### config.mk
export PLATFORM = sky130hd
export DESIGN_NAME = ram_port_arbiter
export DESIGN_NICKNAME = d
export VERILOG_FILES = /design/src/rtl/ram_arb_pkg.sv /design/src/rtl/ram_arb_stall_ctr.sv /design/src/rtl/ram_port_arbiter.sv
export SDC_FILE = /design/constraint.sdc
export NUM_CORES = 1
export LEC_CHECK = 0
export CORE_AREA = 2 2 94 96
export DETAILED_ROUTE_END_ITERATION = 7
export DIE_AREA = 0 0 96 98
export GPL_ROUTABILITY_DRIVEN = 0
export PLACE_DENSITY_LB_ADDON = 0.15
export SKIP_CTS_REPAIR_TIMING = 1
export SLEW_MARGIN = 20
export SYNTH_ARGS = -nofsm -noshare
export SYNTH_HDL_FRONTEND = slang
export SYNTH_SLANG_ARGS = --single-unit
### constraint.sdc
create_clock -name clk_i -period 4.8 [get_ports clk_i]
set_input_delay 0.96 -clock clk_i [delete_from_list [all_inputs] [get_ports clk_i]]
set_output_delay 0.96 -clock clk_i [all_outputs]
set_load 0.03 [all_outputs]
### src/rtl/ram_arb_pkg.sv
// Purpose: shared types for the RAM port arbiter (FSM states, response owner tag).
// Latency: n/a (types only).
// Backpressure: n/a.
package ram_arb_pkg;

   typedef enum logic [1:0] {
      ARB_DM_PRIO,
      ARB_IF_PRIO,
      ARB_LOCKED
   } arb_state_t;

   typedef enum logic [1:0] {
      OWN_NONE,
      OWN_IF,
      OWN_DM
   } arb_owner_t;

endpackage

### src/rtl/ram_arb_stall_ctr.sv
// Purpose: counts consecutive cycles the IF requester is denied and raises a priority-flip flag.
// Latency: flip_o is combinational from this cycle's request/grant (it reflects the next count).
// Backpressure: none; a pure observer of the IF handshake.
// Ports:
//   clk_i, rst_ni  clock, asynchronous active-low reset
//   if_req_i       IF request pending this cycle
//   if_gnt_i       IF granted this cycle
//   clr_i          force the count to zero (RAM locked by the programmer)
//   flip_o         next count has reached MAX_STALL: IF must take priority next cycle
module ram_arb_stall_ctr #(
   parameter int unsigned MAX_STALL = 4
) (
   input  logic clk_i,
   input  logic rst_ni,
   input  logic if_req_i,
   input  logic if_gnt_i,
   input  logic clr_i,
   output logic flip_o
);

   localparam int unsigned SW = $clog2(MAX_STALL + 1);
   localparam logic [SW-1:0] MAX_CNT = SW'(MAX_STALL);

   logic [SW-1:0] stall_d;
   logic [SW-1:0] stall_q;

   always_comb begin
      stall_d = stall_q;
      if (clr_i || !if_req_i || if_gnt_i) begin
         stall_d = '0;
      end else if (stall_q != MAX_CNT) begin
         stall_d = stall_q + 1'b1;
      end
   end

   // Flag on the next value so the flip lands right after the MAX_STALL-th denial,
   // giving IF the grant on its (MAX_STALL+1)-th waiting cycle.
   assign flip_o = (stall_d == MAX_CNT);

   always_ff @(posedge clk_i or negedge rst_ni) begin
      if (!rst_ni) begin
         stall_q <= '0;
      end else begin
         stall_q <= stall_d;
      end
   end

endmodule

### src/rtl/ram_port_arbiter.sv
// Purpose: shares the single RAM issue slot between instruction fetch (IF) and data memory (DM).
// Latency: grant combinational; rvalid/rdata to the owner exactly one cycle after its grant.
// Backpressure: requests are held until granted; no grants while prog_mode_i is high.
// Ports:
//   clk_i, rst_ni                       clock, asynchronous active-low reset
//   if_req/addr, if_gnt/rvalid/rdata    instruction fetch read port
//   dm_req/we/addr/wdata, dm_gnt/rvalid/rdata  data port (we=0 read, else byte-write with ack)
//   ram_rd_*, ram_wr_*, ram_rd_data_i   RAM wrapper interface (1-cycle read latency)
//   prog_mode_i                         programmer owns the RAM
//   busy_o                              response outstanding or locked
module ram_port_arbiter
   import ram_arb_pkg::*;
#(
   parameter int unsigned NB_COL    = 4,
   parameter int unsigned COL_WIDTH = 8,
   parameter int unsigned RAM_DEPTH = 131072,
   parameter int unsigned MAX_STALL = 4
) (
   input  logic                                 clk_i,
   input  logic                                 rst_ni,
   input  logic                                 if_req_i,
   input  logic [$clog2(RAM_DEPTH)-1:0]         if_addr_i,
   output logic                                 if_gnt_o,
   output logic                                 if_rvalid_o,
   output logic [NB_COL*COL_WIDTH-1:0]          if_rdata_o,
   input  logic                                 dm_req_i,
   input  logic [NB_COL-1:0]                    dm_we_i,
   input  logic [$clog2(RAM_DEPTH)-1:0]         dm_addr_i,
   input  logic [NB_COL*COL_WIDTH-1:0]          dm_wdata_i,
   output logic                                 dm_gnt_o,
   output logic                                 dm_rvalid_o,
   output logic [NB_COL*COL_WIDTH-1:0]          dm_rdata_o,
   output logic                                 ram_rd_en_o,
   output logic [$clog2(RAM_DEPTH)-1:0]         ram_rd_addr_o,
   output logic [NB_COL-1:0]                    ram_wr_en_o,
   output logic [$clog2(RAM_DEPTH)-1:0]         ram_wr_addr_o,
   output logic [NB_COL*COL_WIDTH-1:0]          ram_wr_data_o,
   input  logic [NB_COL*COL_WIDTH-1:0]          ram_rd_data_i,
   input  logic                                 prog_mode_i,
   output logic                                 busy_o
);

   arb_state_t state_d, state_q;
   arb_owner_t owner_d, owner_q;
   logic       if_gnt;
   logic       dm_gnt;
   logic       flip;
   logic       stall_clr;

   // Grant selection: the state only decides who wins a tie.
   always_comb begin
      if_gnt = 1'b0;
      dm_gnt = 1'b0;
      if (!prog_mode_i) begin
         unique case (state_q)
            ARB_DM_PRIO: begin
               dm_gnt = dm_req_i;
               if_gnt = if_req_i & ~dm_req_i;
            end
            ARB_IF_PRIO: begin
               if_gnt = if_req_i;
               dm_gnt = dm_req_i & ~if_req_i;
            end
            default: ;
         endcase
      end
   end

   always_comb begin
      state_d = state_q;
      if (prog_mode_i) begin
         state_d = ARB_LOCKED;
      end else begin
         unique case (state_q)
            ARB_LOCKED:  state_d = ARB_DM_PRIO;
            ARB_DM_PRIO: if (flip)   state_d = ARB_IF_PRIO;
            ARB_IF_PRIO: if (if_gnt) state_d = ARB_DM_PRIO;
            default:     state_d = ARB_DM_PRIO;
         endcase
      end
   end

   always_comb begin
      owner_d = OWN_NONE;
      if (if_gnt) begin
         owner_d = OWN_IF;
      end else if (dm_gnt) begin
         owner_d = OWN_DM;
      end
   end

   assign stall_clr = prog_mode_i | (state_q == ARB_LOCKED);

   ram_arb_stall_ctr #(
      .MAX_STALL (MAX_STALL)
   ) u_stall (
      .clk_i    (clk_i),
      .rst_ni   (rst_ni),
      .if_req_i (if_req_i),
      .if_gnt_i (if_gnt),
      .clr_i    (stall_clr),
      .flip_o   (flip)
   );

   always_ff @(posedge clk_i or negedge rst_ni) begin
      if (!rst_ni) begin
         state_q <= ARB_DM_PRIO;
         owner_q <= OWN_NONE;
      end else begin
         state_q <= state_d;
         owner_q <= owner_d;
      end
   end

   // RAM issue: DM with all byte enables low is a read.
   assign ram_rd_en_o   = if_gnt | (dm_gnt & (dm_we_i == '0));
   assign ram_rd_addr_o = if_gnt ? if_addr_i : dm_addr_i;
   assign ram_wr_en_o   = dm_gnt ? dm_we_i : '0;
   assign ram_wr_addr_o = dm_addr_i;
   assign ram_wr_data_o = dm_wdata_i;

   assign if_gnt_o    = if_gnt;
   assign dm_gnt_o    = dm_gnt;
   assign if_rvalid_o = (owner_q == OWN_IF);
   assign dm_rvalid_o = (owner_q == OWN_DM);
   assign if_rdata_o  = ram_rd_data_i;
   assign dm_rdata_o  = ram_rd_data_i;
   assign busy_o      = (owner_q != OWN_NONE) | (state_q == ARB_LOCKED);

endmodule

==> results.txt, run 1 <==
* RSZ-0062 raised after global routing: no
* CTS Root Buffer Type: clkbuf_8
- In the post-route analysis, the smallest setup slack over all paths is roughly 0.9 ns.
* Post-synthesis async set-or-reset flop share: 100%
- The top cell types in the final layout, fill and taps aside, are clkdlybuf4s50_1, mux2_1, dfrtp_1, inv_1, and2_1.
- For the final database, setup skew stands at ~0.00074 ns.
* Part of the total power dissipated in combinational logic: between 40% and 50%
* Port-buffer cells: 86
- The core region is between 8000 and 9000 um^2.
- The total count of hold-check failures in the final report came to 0.
* Cells on worst reg2reg path: 3
* Worst supply voltage drop on vdd: 47.8 uV
- Gate Count Post-Synth: 178
- R2R Setup Slk: between 3 and 4 ns
- The worst path uses around four fifths of the clock period.
* CP startpoint: prog_mode_i
* CTS clk-pin slew, worst paths: approximately 0.04 ns
- Worst-path maximum fanout: 19
- Terminus of the critical flop-to-flop path: state_q[0]
- The run finished with clean final reports.
- Combined area of all synthesized cells: ~1500 um^2
* Clock latency at the later pin of the worst-skew pair: 0.22 ns
- After detailed routing, the total wire length is 3540 um.
- Internal power: about 190 uW
- Net switching is 32.3% of the power.
- Startpoint types: input port
- Buffers inserted during clock tree synthesis total 3.
* Detailed Route Iter0 Violations: 11
- Detailed placement ended at an HPWL of slightly above 3000 um.
* Max frequency: approximately 250 MHz
* Post-synthesis register bit count: 7
* Post-placement setup slack: 0.808 ns
* Overall routing resource usage: under 10%
* Relative contribution of sequential cells to total power: ~22%
- Area growth syn-to-layout: 12.2%
* Overflow left after global routing: 0
- By startpoint and endpoint, the worst setup path is classified as input port to primary output.
- Number of synthesized flops with an enable pin: 0
* Power per standard cell area: ~170 nW/um^2
- Final period demand of the worst path: 3.93 ns
- Synth warnings: 0
- Counting distinct cell types in the post-synthesis netlist gives 27.
* Maximum buffer depth of the clock tree: 2
* Largest net degree at the start of global routing: 20
- In this run the power spent charging and discharging nets is 89.9 uW.
- Dividing the detail-routed wire length by the instance count gives around 14 um.
- The worst setup path is captured at a primary output.
- For this configuration, the core starts out at a cell density of between 10% and 20%.
- Setup total negative slack on the finished layout was measured at 0 ns.
* Most used flip-flop cell after synthesis: dfrtp_1
- Leading cell types by total area after synthesis: buf_4, mux2_1, dfrtp_1
* Final number of setup-violating endpoints: 0
- Lkg Pwr: about 0.63 nW
- The tightest min-delay check is of the flop to flop type.
- Total number of clock tree sinks: 7
- At the pin with the least slew margin, the transition time is 0.361 ns.
- FILL cells: approximately 920
* Sequential area share after synthesis: a little under an eighth
- The library cell used most frequently in the layout, excluding fill and tap cells, is clkdlybuf4s50_1.
- The number of max-slew violations in the final report is 0.
- Number of global-route vias before repair: roughly 1000
- When the netlist entered floorplanning its net count stood at 287.
* Wire length of the first global-routing pass: 5380 um
* Antenna diode instance count: 0
* Remaining design rule violation count: 0
- Area enclosed by the die boundary: between 9000 and 10000 um^2
* Fraction of post-synthesis cell area in the top cell type by area: ~58%
- Floorplan die height: between 90 and 100 um
* Final ANT Viol Nets: 0
- Required @ worst endpoint: about 3.8 ns
* DR vias/cell: between 3 and 4
* Max H-tree Level: 1
* Count of max-cap constraint violations: 0
- Number of top-level pins: between 200 and 250
* Data arrival, critical path: 2.97 ns
- Antenna violations before repair: 0
* Width of the die: around 96 um
* Clock tree from TritonCTS: done
* Final-stage net count: about 260
- In this run the mean area of a mapped cell was approximately 8.3 um^2.
* Worst flop-to-flop path startpoint: state_q[1]
- The post-route netlist has under 10% of its cells at a drive strength greater than 1.
- Relative slew slack: between 70% and 80%
- Of all cell types, the one taking the most synthesized area is buf_4.
- In this run the worst setup path terminates at ram_rd_addr_o[4].
* Number of vias in the routed layout: 879
- Cell row count: 34
- Clock network fraction of design power: roughly 29%
- Drt pass-1 iters: 4
[flip-flops by register name (all words and copies together), names as in the netlist]
name	cells
u_stall.stall_q	3
owner_q	2
state_q	2
[power by group through the flow]
stage | Clock (mW) | Combinational (mW) | Sequential [mW]
2_1_floorplan | 0 | 0.218 | 0.0622
3_3_place_gp | 0 | 0.138 | 0.0627
3_5_place_dp | 0 | 0.136 | 0.0627
4_1_cts | 0.0845 | 0.137 | 0.0619
5_1_grt | 0.0856 | 0.142 | 0.0622
6_report | 0.0817 | 0.135 | 0.0618
[worst min path at each step]
stage,startpoint,endpoint,slack [ns],cells after the start
2_1_floorplan,state_q[0],state_q[0],0.58,2
3_3_place_gp,u_stall.stall_q[2],u_stall.stall_q[0],0.64,2
3_5_place_dp,u_stall.stall_q[2],u_stall.stall_q[0],0.63,2
4_1_cts,u_stall.stall_q[2],u_stall.stall_q[0],0.64,2
5_1_grt,u_stall.stall_q[2],u_stall.stall_q[0],0.71,2
6_report,u_stall.stall_q[2],u_stall.stall_q[0],0.65,2
[kinds of logic (layout without fill, tap and decap cells)]
logic type	Yosys count	in the layout	share of synthesized area, %
buffers and inverters	122	96	59.9
AND/OR/NAND/NOR	23	23	9.92
multiplexers	17	17	13.0
AO/OA/AOI/OAI	7	7	3.65
flip-flops	7	7	11.9
adder cells (fa/ha/maj)	2	2	1.70
[cell type report]
type,count,area [um^2],share of cell area (%)
multi-input cells,49,417,25.2
flip-flops and latches,7,175,10.6
repair buffers,86,861,52.0
clock buffers,4,45.0,2.72
inverters,6,22.5,1.36
well taps,108,135,8.16
[routing by layer]
layer	wire length, um	vias to the layer above	track usage [%]
li1	-	401	-
met1	1100	391	7.09
met2	1920	78	13.4
met3	474	9	3.63
met4	43	0	3.63
met5	0	-	0
[cells in the mapped netlist, types with 2 or more instances]
master	instances
and2_1	4
inv_1	5
ha_1	2
nor4_1	2
and3_1	2
nor2_1	3
nand2_1	2
clkbuf_1	2
o21ai_0	3
buf_4	113
dfrtp_1	7
nor2b_1	2
mux2_1	17
[through the flow]
| stage | hold slack [ns] | total power [mW] | util (%) | instance area, um^2 | std cells |
|---|---|---|---|---|---|
| 3_3_place_gp | 0.637 | 0.200 | 19.0 | 1610 | 256 |
| 5_1_grt | 0.709 | 0.290 | 19.6 | 1660 | 260 |
| 2_1_floorplan | 0.577 | 0.280 | - | 1480 | 178 |
| 6_report | 0.646 | 0.278 | 19.6 | 1660 | 260 |
| 3_5_place_dp | 0.631 | 0.199 | 19.0 | 1610 | 256 |
| 4_1_cts | 0.644 | 0.284 | 19.6 | 1660 | 260 |
[worst max-delay path: stages]
cell,delay [ns]
clkdlybuf4s50_1,0.47
nor2_2,0.20
nand3_4,0.29
mux2_1,0.42
clkdlybuf4s50_1,0.61
Note: power is estimated with default switching activity, not from simulation.
==> run 2, diff against run 1 <==
CORE_AREA = 2 2 95 97   (was 2 2 94 96)
DIE_AREA = 0 0 97 99   (was 0 0 96 98)
clock period = 3.4 ns   (was 4.8 ns; I/O delays follow)
==> run 2 against run 1 <==
Effect of this change:
- flip-flop and latch count did not move
- first-iteration DRC count rose by 18%
- clock power rose by 42%
- utilization rose by 0.13 points
- setup slack got worse by 0.70 ns
==> results.txt, run 2 (synthesis gave the netlist of run 1 again) <==
- The post-route non-filler standard cell count is 262 (+0.77%).
* Sum Neg Setup Slack: 0 ns (unchanged)
- Overall routing resource usage: 6.54% (-1.0 points)
* Wire length of the first global-routing pass: 4910 um (-8.6%)
- Wirelength, routed: 3350 um (-5.3%)
- Flip-flop count of the largest register, all copies and words added: 3 (unchanged)
- Proportion of layout cells with a drive suffix above 1: 5.84% (+1.2 points)
- Power per standard cell area: 236 nW/um^2 (+40%)
- The number of antenna violations at the first check in global routing came to 0 (unchanged).
- TritonCTS built the clock tree.
- The DRC marker count from the first detailed-route iteration came to 13 (+2).
- FILL cells: 934 (+1.4%)
* Most used cells in the layout excluding fill and tap cells: clkdlybuf4s50_1, mux2_1, dfrtp_1, inv_1, and2_1
* Data arrival, critical path: 2.54 ns (-0.43 ns)
- The detailed-router iteration count before antenna repair came to 4 (unchanged).
- The clock period could shrink to 3.22 ns.
- The critical path is of the input port to primary output type.
- The number of buffers added on ports came to 86 (unchanged).
- The x dimension of the die came to 97 um (+1.0%).
- Met2 routed WL: 1680 um (-13%)
- Overflow left after global routing: 0 (unchanged)
* Startpoint types: input port
- Floorplan die height: 99 um (+1.0%)
- Count of max-cap constraint violations: 0 (unchanged)
* Final-report hold violation count: 0 (unchanged)
- Standard cell core area: 8550 um^2 (+1.0%)
- Max frequency: 310 MHz
- The routed wire length on met3 came to 422 um (-11%).
* Crit end category: primary output
- The required arrival time at the worst endpoint is 2.72 ns (-1.12 ns).
* Routed length on met1: 1110 um (+1.3%)
* DR vias/cell: 3.44 (+1.6%)
- Final ANT Viol Nets: 0 (unchanged)
- Final number of setup-violating endpoints: 0 (unchanged)
- Hold WC Path Type: flop to flop
- Number of top-level pins: 247 (unchanged)
* Final-stage net count: 264 (+0.76%)
* Inserted Clock Buffers: 3 (unchanged)
- The transition time at the pin with the least slew margin was 0.373 ns (+0.0120 ns).
- The number of max-slew violations in the final report came to 0 (unchanged).
- Total placed cells including tap cells: 257 (+0.39%)
* Register area: 175 um^2 (unchanged)
- Number of vias in the routed layout: 900 (+2.4%)
- Leaving out fill and tap cells, the most frequent cell in the layout is clkdlybuf4s50_1.
- The area enclosed by the die boundary came to 9600 um^2 (+2.1%).
- Largest clock skew in the final design: 0.00333 ns (+0.00259 ns)
- Worst supply voltage drop on vdd: 61.2 uV (+28%)
* Portion of the clock cycle consumed by the worst path in the final layout: 94.8%
- Top Registers: u_stall.stall_q (3), owner_q (2), state_q (2)
* Starting Density: 17.3% (-0.17 points)
- Relative slew slack: 75.1% (-0.80 points)
* Multi-input gate area: 417 um^2 (unchanged)
- The count of standard-cell rows was 34 (unchanged).
- Register with the most flip-flops: u_stall.stall_q
* Antenna diode instance count: 0 (unchanged)
* RSZ-0062 raised after global routing: no
- The average wire per standard cell was 12.8 um (-6.1%).
- The flow ran to the end, and the final reports show no timing, DRC or antenna violations.
- The number of global-route vias before repair is 971 (-3.1%).
* Clock latency at the later pin of the worst-skew pair: 0.23 ns (about the same)
- CTS clk-pin slew, worst paths: 0.04 ns (about the same)
- Total half-perimeter wirelength after legalization and detailed placement: 2880 um (-6.3%)
- The DRC violation count after routing is 0 (unchanged).
* DR top layer: met4
* CTS Root Buffer Type: clkbuf_8
* Worst-path maximum fanout: 19 (unchanged)
* Lkg Pwr: 0.649 nW (+2.4%)
* Area growth syn-to-layout: 14.1%
- The maximum number of pins on one net before global-route repair came to 20 (unchanged).
* Total number of clock tree sinks: 7 (unchanged)
- The worst-case clock buffer depth is 2 (unchanged).
* Max H-tree Level: 1 (unchanged)
## run 2: cell count changes in the layout (fill, tap and decap cells not counted)
cell,change
buf_4,+1
buf_12,+1
## run 2: power by group
group | switching, mW | total [mW] | internal [mW]
registers | 0.00186 | 0.0873 | 0.0854
logic | 0.0918 | 0.193 | 0.101
clock network | 0.0352 | 0.116 | 0.0811
## run 2: worst max-delay path, stage by stage
cell and delay, ns:
clkdlybuf4s50_1 0.44, nor2_2 0.21, nand3_4 0.10, buf_12 0.17, mux2_1 0.33, clkdlybuf4s50_1 0.60
## run 2: routing by layer
layer  up-vias  GRT usage (%)
li1        408              -
met1       396           6.63
met2        72           11.1
met3        24           2.62
met4         0           4.55
met5         -              0
## run 2: final cells by class
class / instances / area share [%]
clock buffers: 4 / 2.68
inverters: 6 / 1.34
multi-input cells: 49 / 24.8
flip-flops and latches: 7 / 10.4
well taps: 108 / 8.03
repair buffers: 88 / 52.8
## run 2: worst paths after layout
kind / startpoint / end / slack [ns] / cells after the start
worst max-delay path: prog_mode_i / ram_rd_addr_o[2] / 0.18 / 6
max in group asynchronous: rst_ni / owner_q[0] / 2.44 / 1
worst min register to register: u_stall.stall_q[2] / u_stall.stall_q[0] / 0.65 / 2
worst min-delay path: u_stall.stall_q[2] / u_stall.stall_q[0] / 0.65 / 2
worst max register to register: state_q[0] / state_q[0] / 1.90 / 3
min in group asynchronous: rst_ni / u_stall.stall_q[1] / 0.71 / 1
## run 2: stage by stage
step	total power, mW	instance area (um^2)	utilization [%]	setup WS, ns	hold WS [ns]
global placement	0.284	1620	18.9	0.0275	0.636
floorplan	0.395	1480	-	0.982	0.384
detailed placement	0.282	1620	18.9	0.0222	0.634
CTS	0.402	1660	19.4	0.0133	0.643
global route	0.419	1680	19.7	0.118	0.685
finish	0.397	1680	19.7	0.178	0.648
